<file path="config.mk">
export PLATFORM = sky130hd
export DESIGN_NAME = keypad_matrix_scanner
export DESIGN_NICKNAME = d
export VERILOG_FILES = /design/src/rtl/keypad_matrix_scanner.sv
export SDC_FILE = /design/constraint.sdc
export NUM_CORES = 1
export LEC_CHECK = 0
export ABC_CLOCK_PERIOD_IN_PS = 6200
export CAP_MARGIN = 20
export CORE_UTILIZATION = 63
export CTS_BUF_LIST = sky130_fd_sc_hd__clkbuf_4 sky130_fd_sc_hd__clkbuf_8
export CTS_CLUSTER_DIAMETER = 100
export DETAILED_ROUTE_END_ITERATION = 16
export HOLD_SLACK_MARGIN = 0.1
export PLACE_DENSITY_LB_ADDON = 0.1
export SLEW_MARGIN = 20
export SYNTH_ARGS = -nofsm -noshare
export SYNTH_HDL_FRONTEND = slang
export SYNTH_SLANG_ARGS = --single-unit
export TNS_END_PERCENT = 5
</file>
<file path="constraint.sdc">
create_clock -name clk -period 6.2 [get_ports clk]
set_input_delay 0.62 -clock clk [delete_from_list [all_inputs] [get_ports clk]]
set_output_delay 0.62 -clock clk [all_outputs]
set_load 0.05 [all_outputs]
</file>
<file path="src/rtl/keypad_matrix_scanner.sv">
// keypad_matrix_scanner: column-strobed key matrix scan with per-key
// scan-based debounce and note events on a valid/ready handshake.
module keypad_matrix_scanner #(
  parameter int NUM_COLS       = 4,
  parameter int NUM_ROWS       = 4,
  parameter int SETTLE_CYCLES  = 16,
  parameter int DEBOUNCE_SCANS = 3,
  parameter int KEY_W          = $clog2(NUM_COLS*NUM_ROWS)
) (
  input  logic                         clk,
  input  logic                         rst,
  output logic [NUM_COLS-1:0]          col_n,
  input  logic [NUM_ROWS-1:0]          row_n,
  output logic                         evt_valid,
  input  logic                         evt_ready,
  output logic [KEY_W-1:0]             evt_key,
  output logic                         evt_press,
  output logic [NUM_COLS*NUM_ROWS-1:0] key_state
);
  localparam int NK  = NUM_COLS*NUM_ROWS;
  localparam int CW  = $clog2(DEBOUNCE_SCANS+1);
  localparam int CLW = $clog2(NUM_COLS);
  localparam int RW  = (NUM_ROWS > 1) ? $clog2(NUM_ROWS) : 1;
  localparam int SW  = $clog2(SETTLE_CYCLES);

  typedef enum logic [1:0] {SETTLE, SAMPLE, EVAL, HOLD} state_t;

  state_t              state;
  logic [NUM_ROWS-1:0] sync1, sync2, row_cap;
  logic [CLW-1:0]      col;
  logic [RW-1:0]       row_idx;
  logic [SW-1:0]       settle;
  logic [CW-1:0]       cnt [NK];

  logic [KEY_W-1:0] kidx;
  logic [CLW-1:0]   col_nx;
  logic [CW-1:0]    cnt_inc;
  logic             sample, last_row, qualify;

  assign kidx     = KEY_W'(int'(col) * NUM_ROWS + int'(row_idx));
  assign sample   = row_cap[row_idx];
  assign last_row = (int'(row_idx) == NUM_ROWS-1);
  assign col_nx   = (int'(col) == NUM_COLS-1) ? '0 : col + CLW'(1);
  assign cnt_inc  = cnt[kidx] + CW'(1);
  assign qualify  = (int'(cnt[kidx]) + 1 >= DEBOUNCE_SCANS);

  always_ff @(posedge clk or negedge rst) begin
    if (!rst) begin
      state     <= SETTLE;
      sync1     <= '1;
      sync2     <= '1;
      row_cap   <= '0;
      col       <= '0;
      row_idx   <= '0;
      settle    <= '0;
      col_n     <= '1;
      evt_valid <= 1'b0;
      evt_key   <= '0;
      evt_press <= 1'b0;
      key_state <= '0;
      for (int i = 0; i < NK; i++) cnt[i] <= '0;
    end else begin
      sync1 <= row_n;
      sync2 <= sync1;
      // strobe follows the column register, held through HOLD
      col_n <= ~(NUM_COLS'(1) << col);
      unique case (state)
        SETTLE: begin
          settle <= settle + SW'(1);
          if (int'(settle) == SETTLE_CYCLES-1) begin
            settle <= '0;
            state  <= SAMPLE;
          end
        end
        SAMPLE: begin
          row_cap <= ~sync2;
          row_idx <= '0;
          state   <= EVAL;
        end
        EVAL: begin
          if (sample == key_state[kidx]) begin
            cnt[kidx] <= '0;
          end else if (!qualify) begin
            cnt[kidx] <= cnt_inc;
          end
          if (sample != key_state[kidx] && qualify) begin
            cnt[kidx]       <= '0;
            key_state[kidx] <= sample;
            evt_valid       <= 1'b1;
            evt_key         <= kidx;
            evt_press       <= sample;
            state           <= HOLD;
          end else if (last_row) begin
            col   <= col_nx;
            state <= SETTLE;
          end else begin
            row_idx <= row_idx + RW'(1);
          end
        end
        HOLD: begin
          if (evt_ready) begin
            evt_valid <= 1'b0;
            if (last_row) begin
              col   <= col_nx;
              state <= SETTLE;
            end else begin
              row_idx <= row_idx + RW'(1);
              state   <= EVAL;
            end
          end
        end
      endcase
    end
  end
endmodule

</file>
Word-level counts from Yosys, hierarchy flattened. Cells that the tools add are included.

Register bits: 80. Bits of input ports: 7. Output and inout bits: 26.

Add/subtract/negate cells: 6. Order comparisons: 6. Equal/unequal tests: 13. Shift-type cells: 1. Muxes and demuxes: 36. Bitwise gates (word level): 6. Reduce and logical (&&, ||, !) cells: 11.

Operator list (count): 32-bit two-way mux (4); 32-bit AND (2); 32-bit bitwise mux (1); 32-bit inverter (1); 2-bit two-way mux (15); 16-bit bitwise mux (1); 3-bit AND reduction (4); 2-bit binary-select mux with 4-bit select (1); 2-bit demux with 4-bit select (1); 2-bit != test, second input constant (4); 4-bit inverter (2); 2-bit case mux with 4 select lines (1); 2-bit by 1-bit adder with 2-bit output, second input constant (3); 2-bit by 1-bit equality test with 1-bit output, second input constant (3); 2-bit case mux with 3 select lines (1); 5-bit greater-or-equal comparator, second input constant (1); 4-bit by 5-bit < comparator with 1-bit output, second input constant (1); 5-bit by 1-bit < comparator with 1-bit output, second input constant (1); 1-bit two-way mux (5); 4-bit inverter with 5-bit output (1); 4-bit by 1-bit adder with 4-bit output, second input constant (1); 4-bit by 2-bit adder with 4-bit output (1); 1-bit binary-select mux with 4-bit select (1); 1-bit demux with 4-bit select (1); 19 further kinds (22).

Logic depth before layout (Yosys ltp). Gate-level depths: netlist of run 1.

Depth after elaboration: 12. Mapped depth: 9.

Worst setup path after synthesis of run 1. Ideal clock, no wire load.

Path type: register to register. Start: register key_state[9]. End: register key_state[11]. Library setup time: 0.125 ns. Arrival time: 2.355 ns. Data required time: 6.075 ns. Path slack: 3.720 ns. Stages on the path, launching flop included: 8. Path buffers: 1. Clock period less this slack: 2.480 ns. Cell sequence: dfrtp_1 -> mux2i_1 -> mux4_2 -> mux2i_4 -> xnor2_2 -> buf_2 -> nor3_1 -> mux2_2.

Cells in the longest elaborated chain, start to end: 5.

RTL lines: start, declared (RTL line 18) `output logic [NUM_COLS*NUM_ROWS-1:0] key_state`; start signal, assigned by index (RTL line 88) `key_state[kidx] <= sample;`; 1-bit binary-select mux with 4-bit select (RTL line 86) `if (sample != key_state[kidx] && qualify) begin`; 1-bit two-way mux (implied by the code) (RTL line 86); 1-bit != test (RTL line 86); 1-bit logical AND (RTL line 86); 2-bit AND reduction (no source line).

Every way passes these cells. The select of a mux whose other input is x is not followed. A chain may end at the register's enable or synchronous reset.

Worst setup path in the final report of run 1.
Start: register row_idx[0]. End: register cnt[6] (netlist bit).

Cells in the longest elaborated chain, start to end: 12. Elaborated cells on any way between the ends: 28.

RTL lines: start, declared (RTL line 31) `logic [RW-1:0] row_idx;`; start signal, assigned (RTL line 97) `row_idx <= row_idx + RW'(1);`; start signal, assigned (RTL line 107) `row_idx <= row_idx + RW'(1);`; 4-bit by 2-bit adder with 4-bit output (RTL line 40) `assign kidx = KEY_W'(int'(col) * NUM_ROWS + int'(row_idx));`; 4-bit inverter with 5-bit output (implied by the code); 2-bit binary-select mux with 4-bit select (tied with other cells) (RTL line 44, 45); 2-bit two-way mux (implied by the code) / 1-bit logical AND (equally long branches); 2-bit two-way mux (on tied branches); 2-bit by 1-bit adder with 3-bit output (tied with other cells) (RTL line 45) `assign qualify = (int'(cnt[kidx]) + 1 >= DEBOUNCE_SCANS);`; 3-bit by 2-bit greater-or-equal comparator with 1-bit output (tied with other cells) (RTL line 45); 32-bit two-way mux / 32-bit AND (equally long branches); 32-bit two-way mux (RTL line 81) `if (sample == key_state[kidx]) begin`; 32-bit two-way mux (RTL line 67) `unique case (state)`; 32-bit AND (no source line); 32-bit two-way mux * (RTL line 86); end signal, assigned by index (RTL line 84) `cnt[kidx] <= cnt_inc;`; end, declared (RTL line 33) `logic [CW-1:0] cnt [NK];`.

Every way passes the cells marked *; elsewhere a longest branch is shown, timed or not. The select of a mux whose other input is x is not followed.

==> results of run 1 <==
## stage by stage
step	util, %	hold slack, ns
after floorplan	-	0.3244
after global placement	72.71	0.3455
after detailed placement	72.71	0.3472
after CTS	75.88	0.3591
after global routing	75.88	0.3612
final	75.88	0.3577
## how the worst max path moves through the flow
stage,from,end,slack [ns],cells after the start
after floorplan,key_state[9],key_state[11],3.72,7
after global placement,row_idx[0],cnt[6],2.82,6
after detailed placement,row_idx[0],cnt[6],2.70,6
after CTS,row_idx[0],cnt[6],2.66,6
after global routing,row_idx[0],cnt[27],2.37,6
final,row_idx[0],cnt[6],2.66,6
## sequential cells by signal (all words and copies together) (netlist names), 2 cells and up
name       count
col            2
row_idx        2
col_n          4
state          2
sync2          4
row_cap        4
sync1          4
settle         4
cnt           32
evt_key        4
key_state     16
## final cells by class
| type | instances | area (µm²) |
|---|---|---|
| repair buffers | 33 | 325.3 |
| clock inverters | 5 | 32.53 |
| flip-flops and latches | 80 | 2017 |
| clock buffers | 11 | 145.1 |
| fillers | 391 | 1353 |
| multi-input cells | 221 | 1612 |
| well taps | 72 | 90.09 |
| inverters | 9 | 33.78 |
## worst reg2reg max path: cells and delay by family (launching register included)
| kind | cells | cell delay [ns] |
|---|---|---|
| AND/OR/NAND/NOR | 2 | 1.41 |
| flip-flops | 1 | 0.64 |
| multiplexers | 1 | 0.54 |
| AO/OA/AOI/OAI | 2 | 0.52 |
| buffers and inverters | 1 | 0.34 |
## report_power, final
group	total, mW	switching [mW]	internal (mW)
Sequential	0.533	0.00289	0.530
Combinational	0.0247	0.0177	0.00704
Clock	0.346	0.187	0.159
## metal layers
| metal | vias up | GRT usage (%) |
|---|---|---|
| li1 | 1202 | - |
| met1 | 1284 | 39.79 |
| met2 | 100 | 40.70 |
| met3 | 20 | 5.172 |
| met4 | 0 | 12.00 |
| met5 | - | 0 |
## cell families after synthesis
kind of cell | after synthesis | share of synthesized area [%]
AOI/OAI and AO/OA | 53 | 8.018
xor gates and xnor gates | 3 | 1.107
adders and majority gates | 9 | 3.019
buffers and inverters | 23 | 2.717
DFF | 80 | 54.08
muxes | 45 | 17.41
and+or+nand+nor | 111 | 13.65
## placed cells by master, fill, tap and decap left out, types with 5 or more instances in the layout
cell type,synthesis,layout
dfrtp_1,68,68
nand2_1,62,62
o21ai_0,42,42
clkdlybuf4s50_1,0,31
mux2_2,22,22
nor3_1,18,18
dfstp_2,12,12
clkbuf_8,0,10
mux2i_1,9,9
inv_1,9,9
ha_1,9,9
mux4_2,8,8
and2_1,5,5
nand3_1,5,5
==> impl_metrics.py, run 1 <==
metrics = {
    "clock_network": {
        "worst_skew_pair.late_latency_ns": 0.35,
        "ctsLongestPathBuffers": 2,
        "cts_tree": "built",
        "cts_setup_buffers": 0,
        "cts-root-buf": "clkbuf_8",
        "cts.repair.resized": 0,
        "cts_hold_buf": 0,
        "cts_buffers": 9,
        "cts.sinks": 80,
        "ctsHtreeMaxLevel": 3,
        "clkTransAtPathRegs_ns": 0.08,
    },
    "hold_path": {
        "hold_class": "reg -> reg",
        "hold_depth": 0,
        "hold_end": "sync2[2]",
        "holdCritStartpoint": "sync1[2]",
    },
    "timing": {
        "hold_viol": 0,
        "rsz0062_at_grt": "no",
        "final_max_slew_viol_count": 0,
        "min_period_over_period_pct": 57.04,
        "maxSlewHeadroom_pct": 35.78,
        "finalSetupTns_ns": 0,
        "timing.fmax_mhz": 282.8,
        "clock-skew-final_ns": 0.009780,
        "fin_crit_ns": 3.536,
        "worstMarginPinSlew_ns": 0.9633,
        "layout_setup_ws_ns": 2.664,
        "setup_violations": 0,
    },
    "detailed_routing": {
        "antenna_left": 0,
        "via_count": 2606,
        "drtIter0Drc": 208,
        "wl_met1_um": 3519,
        "wl_met2_um": 3411,
        "wl_met3_um": 453,
        "wl_per_cell_um": 17.54,
        "drcViolationCount": 0,
        "drtPass1Iterations": 5,
        "wl_um": 7561,
        "avgViaCountPerCell": 6.046,
        "routed.top_layer": "met4",
    },
    "synthesis": {
        "avgSynthCellArea_um2": 11.51,
        "synth_async_sr_flop_share_pct": 100.0,
        "syn_inst": 324,
        "synth.yosys.seq_area_share_pct": 54.08,
        "ys_types": 39,
        "synthFlopType": "dfrtp_1",
        "synth_seq_cells": 80,
        "ys_warn_count": 0,
        "synth.most_common_cell": "dfrtp_1",
        "synth_enable_flop_cells": 0,
        "yosys-top-cells-area": "dfrtp_1 46%, dfstp_2 8.5%, mux2_2 6.6%",
        "synth_nets": 340,
        "yosys.area.top_type": "dfrtp_1",
        "netlist.area_leader.share_pct": 45.62,
        "synth_area_um2": 3730,
        "synth_common_cells": "68 x dfrtp_1, 62 x nand2_1, 42 x o21ai_0",
    },
    "floorplan": {
        "fp-row-count": 27,
        "dieArea_um2": 6232,
        "core_um2": 5608,
        "die_h_um": 78.95,
        "floorplan.initialDensity_pct": 66.51,
        "die_w_um": 78.95,
        "ioPinCount": 33,
    },
    "critical_path": {
        "crit_chain": "buf_4 > mux4_2 > a22oi_1 > and3_1 > nand3_1 > o21ai_0",
        "cp-start-kind": "flip-flop",
        "crit_type": "reg -> reg",
        "r2r-start": "row_idx[0]",
        "cp_data_arrival_time_ns": 3.79,
        "cp_top_family": "simple AND/OR/NAND/NOR gates",
        "reg2reg_depth": 6,
        "cp-end-kind": "flip-flop",
        "critPathSlowestCell": "and3_1",
        "critPathBufInv": 1,
        "cp_max_fo": 25,
        "r2r_slack_ns": 2.66,
        "worstPathRequired_ns": 6.45,
        "max_stage_delay_ns": 0.79,
        "r2r-end": "cnt[6]",
    },
    "power_and_ir_drop": {
        "vdd_drop_max_v": 0.0001811,
        "power.total_mw": 0.9038,
        "powerDensity_nw_per_um2": 212.4,
        "leakage_nw": 1.895,
    },
    "placed_design": {
        "place_area_um2": 4078,
        "port_buffers": 32,
        "dp_hpwl_um": 5056,
        "place.gp.congestion": 0.8427,
        "placed_cells": 415,
        "dpl_worst_slack_ns": 2.700,
    },
    "finish": {
        "final_cell_count_no_fill": 431,
        "nets": 370,
        "design_area_um2": 4255,
        "num_antenna_cells": 0,
        "final_layout_size_suffix_gt1_share_pct": 18.66,
        "syn2layout_area_growth_pct": 14.09,
    },
    "grt": {
        "grt.total_usage_pct": 27.39,
        "grt_pass1_vias": 2562,
        "grt_max_degree": 81,
        "grt_overflow": 0,
        "grt_first_pass_wirelength_um": 12780,
        "antenna_found_initial": 0,
    },
    "outcome": {
        "status": "completed",
    },
    "run": {
        "drv_cap": 0,
    },
}
No activity file was read; power rests on OpenSTA's default activity.
==> inputs of run 2 (changes only) <==
--- a/config.mk
+++ b/config.mk
@@ -5,9 +5,9 @@
 export SDC_FILE = /design/constraint.sdc
 export NUM_CORES = 1
 export LEC_CHECK = 0
-export ABC_CLOCK_PERIOD_IN_PS = 6200
+export ABC_CLOCK_PERIOD_IN_PS = 2800
 export CAP_MARGIN = 20
-export CORE_UTILIZATION = 63
+export CORE_UTILIZATION = 54
 export CTS_BUF_LIST = sky130_fd_sc_hd__clkbuf_4 sky130_fd_sc_hd__clkbuf_8
 export CTS_CLUSTER_DIAMETER = 100
 export DETAILED_ROUTE_END_ITERATION = 16
==> constraint.sdc (replaced) <==
create_clock -name clk -period 2.8 [get_ports clk]
set_input_delay 0.28 -clock clk [delete_from_list [all_inputs] [get_ports clk]]
set_output_delay 0.28 -clock clk [all_outputs]
set_load 0.05 [all_outputs]
==> run 2 against run 1 <==
Net effect: clock skew barely moved; combinational power grew to 2.6 times the previous value; final cell count grew 3.9%; clock power rose to 2.7 times the previous value; clock-buffer cell count down 1; global-route usage decreased by 3.0 points; utilization is 7.8 points lower; wire length rose by 2.2%; first-iteration DRC count shrank 10%; hold slack worse by 0.037 ns; sequential power increased by 120%.
==> impl_metrics.py, run 2 (synthesis gave the netlist of run 1 again) <==
metrics = {
    "timing": {
        "final_max_slew_viol_count": 0,
        "fin_crit_ns": 2.607,
        "hold_viol": 0,
        "finalSetupTns_ns": 0,
        "min_period_over_period_pct": 93.12,
        "setup_violations": 0,
        "fin_hold_ws_ns": 0.3204,
        "rsz0062_at_grt": "no",
        "timing.fmax_mhz": 383.5,
        "maxSlewHeadroom_pct": 57.45,
        "worstMarginPinSlew_ns": 0.6352,
        "clock-skew-final_ns": 0.01028,
    },
    "critical_path": {
        "critPathSlowestCell": "mux4_2",
        "reg2reg_depth": 7,
        "cp_data_arrival_time_ns": 2.85,
        "cp_top_family": "multiplexers",
        "critPathBufInv": 1,
        "crit_type": "reg -> reg",
        "crit_chain": "buf_4 > mux2i_1 > mux4_2 > mux2i_4 > xnor2_2 > nor3_1 > mux2_2",
        "worstPathRequired_ns": 3.04,
        "cp_max_fo": 14,
        "cp-start-kind": "flip-flop",
        "max_stage_delay_ns": 0.49,
        "cp-end-kind": "flip-flop",
        "path_depth": 7,
    },
    "clock_network": {
        "clkTransAtPathRegs_ns": 0.08,
        "cts_tree": "built",
        "cts.sinks": 80,
        "cts_buffers": 9,
        "worst_skew_pair.late_latency_ns": 0.36,
        "cts-root-buf": "clkbuf_8",
        "ctsLongestPathBuffers": 2,
        "ctsHtreeMaxLevel": 3,
    },
    "finish": {
        "regMostFlops": "cnt",
        "num_antenna_cells": 0,
        "final_layout_size_suffix_gt1_share_pct": 21.02,
        "final_cell_count_no_fill": 448,
        "largestRegisters": "cnt (32), key_state (16)",
        "layout_common_cells": "68 x dfrtp_1, 62 x nand2_1, 42 x o21ai_0",
        "fillers": 502,
        "final_common_cell": "dfrtp_1",
        "nets": 382,
        "syn2layout_area_growth_pct": 18.52,
        "largest_reg_flops": 32,
    },
    "detailed_routing": {
        "wl_per_cell_um": 17.24,
        "drtPass1Iterations": 5,
        "drcViolationCount": 0,
        "avgViaCountPerCell": 5.748,
        "via_count": 2575,
        "wl_um": 7724,
        "drtIter0Drc": 187,
        "antenna_left": 0,
    },
    "grt": {
        "grt_max_degree": 81,
        "grt_first_pass_wirelength_um": 13370,
        "grt_overflow": 0,
        "grt_pass1_vias": 2594,
        "grt.total_usage_pct": 24.42,
        "antenna_found_initial": 0,
    },
    "power_and_ir_drop": {
        "powerDensity_nw_per_um2": 494.8,
        "leakage_nw": 1.980,
        "vdd_drop_max_v": 0.0004345,
        "power.total_mw": 2.187,
    },
    "hold_path": {
        "hold_class": "in -> reg",
        "hold_depth": 1,
    },
    "outcome": {
        "status": "completed",
    },
    "floorplan": {
        "core_um2": 6495,
        "floorplan.initialDensity_pct": 57.43,
        "die_h_um": 85.11,
        "dieArea_um2": 7244,
        "ioPinCount": 33,
        "die_w_um": 85.11,
        "fp-row-count": 29,
    },
    "placed_design": {
        "port_buffers": 32,
        "dp_hpwl_um": 5393,
        "placed_cells": 430,
        "place.gp.congestion": 0.8784,
    },
    "run": {
        "drv_cap": 0,
    },
}
-- run 2: final cells by class --
class	count	area, µm²	area share [%]
Clock buffer	10	131.4	2.972
Clock inverter	6	92.59	2.095
Inverter	9	33.78	0.7642
Multi-Input combinational cell	221	1612	36.46
Sequential cell	80	2017	45.63
Tap cell	77	96.34	2.179
Timing Repair Buffer	45	437.9	9.907
-- run 2: power breakdown --
group | switching (mW) | leakage (nW) | internal [mW] | total, mW
Clock | 0.427 | 0.107 | 0.516 | 0.944
Combinational | 0.0411 | 0.859 | 0.0234 | 0.0645
Sequential | 0.00548 | 1.01 | 1.17 | 1.18
Total | 0.474 | 1.98 | 1.71 | 2.19
-- run 2: through the flow --
stage	util, %	area (µm²)	worst slack, ns
finish	68.06	4420	0.1926
global route	68.06	4420	0.03136
CTS	67.48	4383	0.2041
detailed placement	64.03	4159	0.1969
global placement	64.03	4159	0.2212
floorplan	-	3730	0.3204
-- run 2: repair_timing --
item                                   in CTS  in global routing
endpoints found under the hold margin       0                 23
resized for setup                           0                  0
hold buffers                                0                  1
buffers inserted                            0                  0
-- run 2: per-layer routing --
layer	vias to the layer above	global-route usage [%]	part of all wire, %
li1	1222	-	-
met5	-	0	0
met2	85	35.41	45
met1	1253	35.72	47
met3	15	6.128	5.9
met4	0	9.399	1.9
-- run 2: final timing paths --
kind                            start  slack, ns       endpoint
setup / recovery           row_idx[0]       0.19  key_state[10]
hold / removal               row_n[0]       0.32       sync1[0]
setup reg to reg           row_idx[0]       0.19  key_state[10]
hold reg to reg              sync1[3]       0.36       sync2[3]
max in group asynchronous         rst       1.81       col_n[3]
min in group asynchronous         rst       0.36         cnt[9]
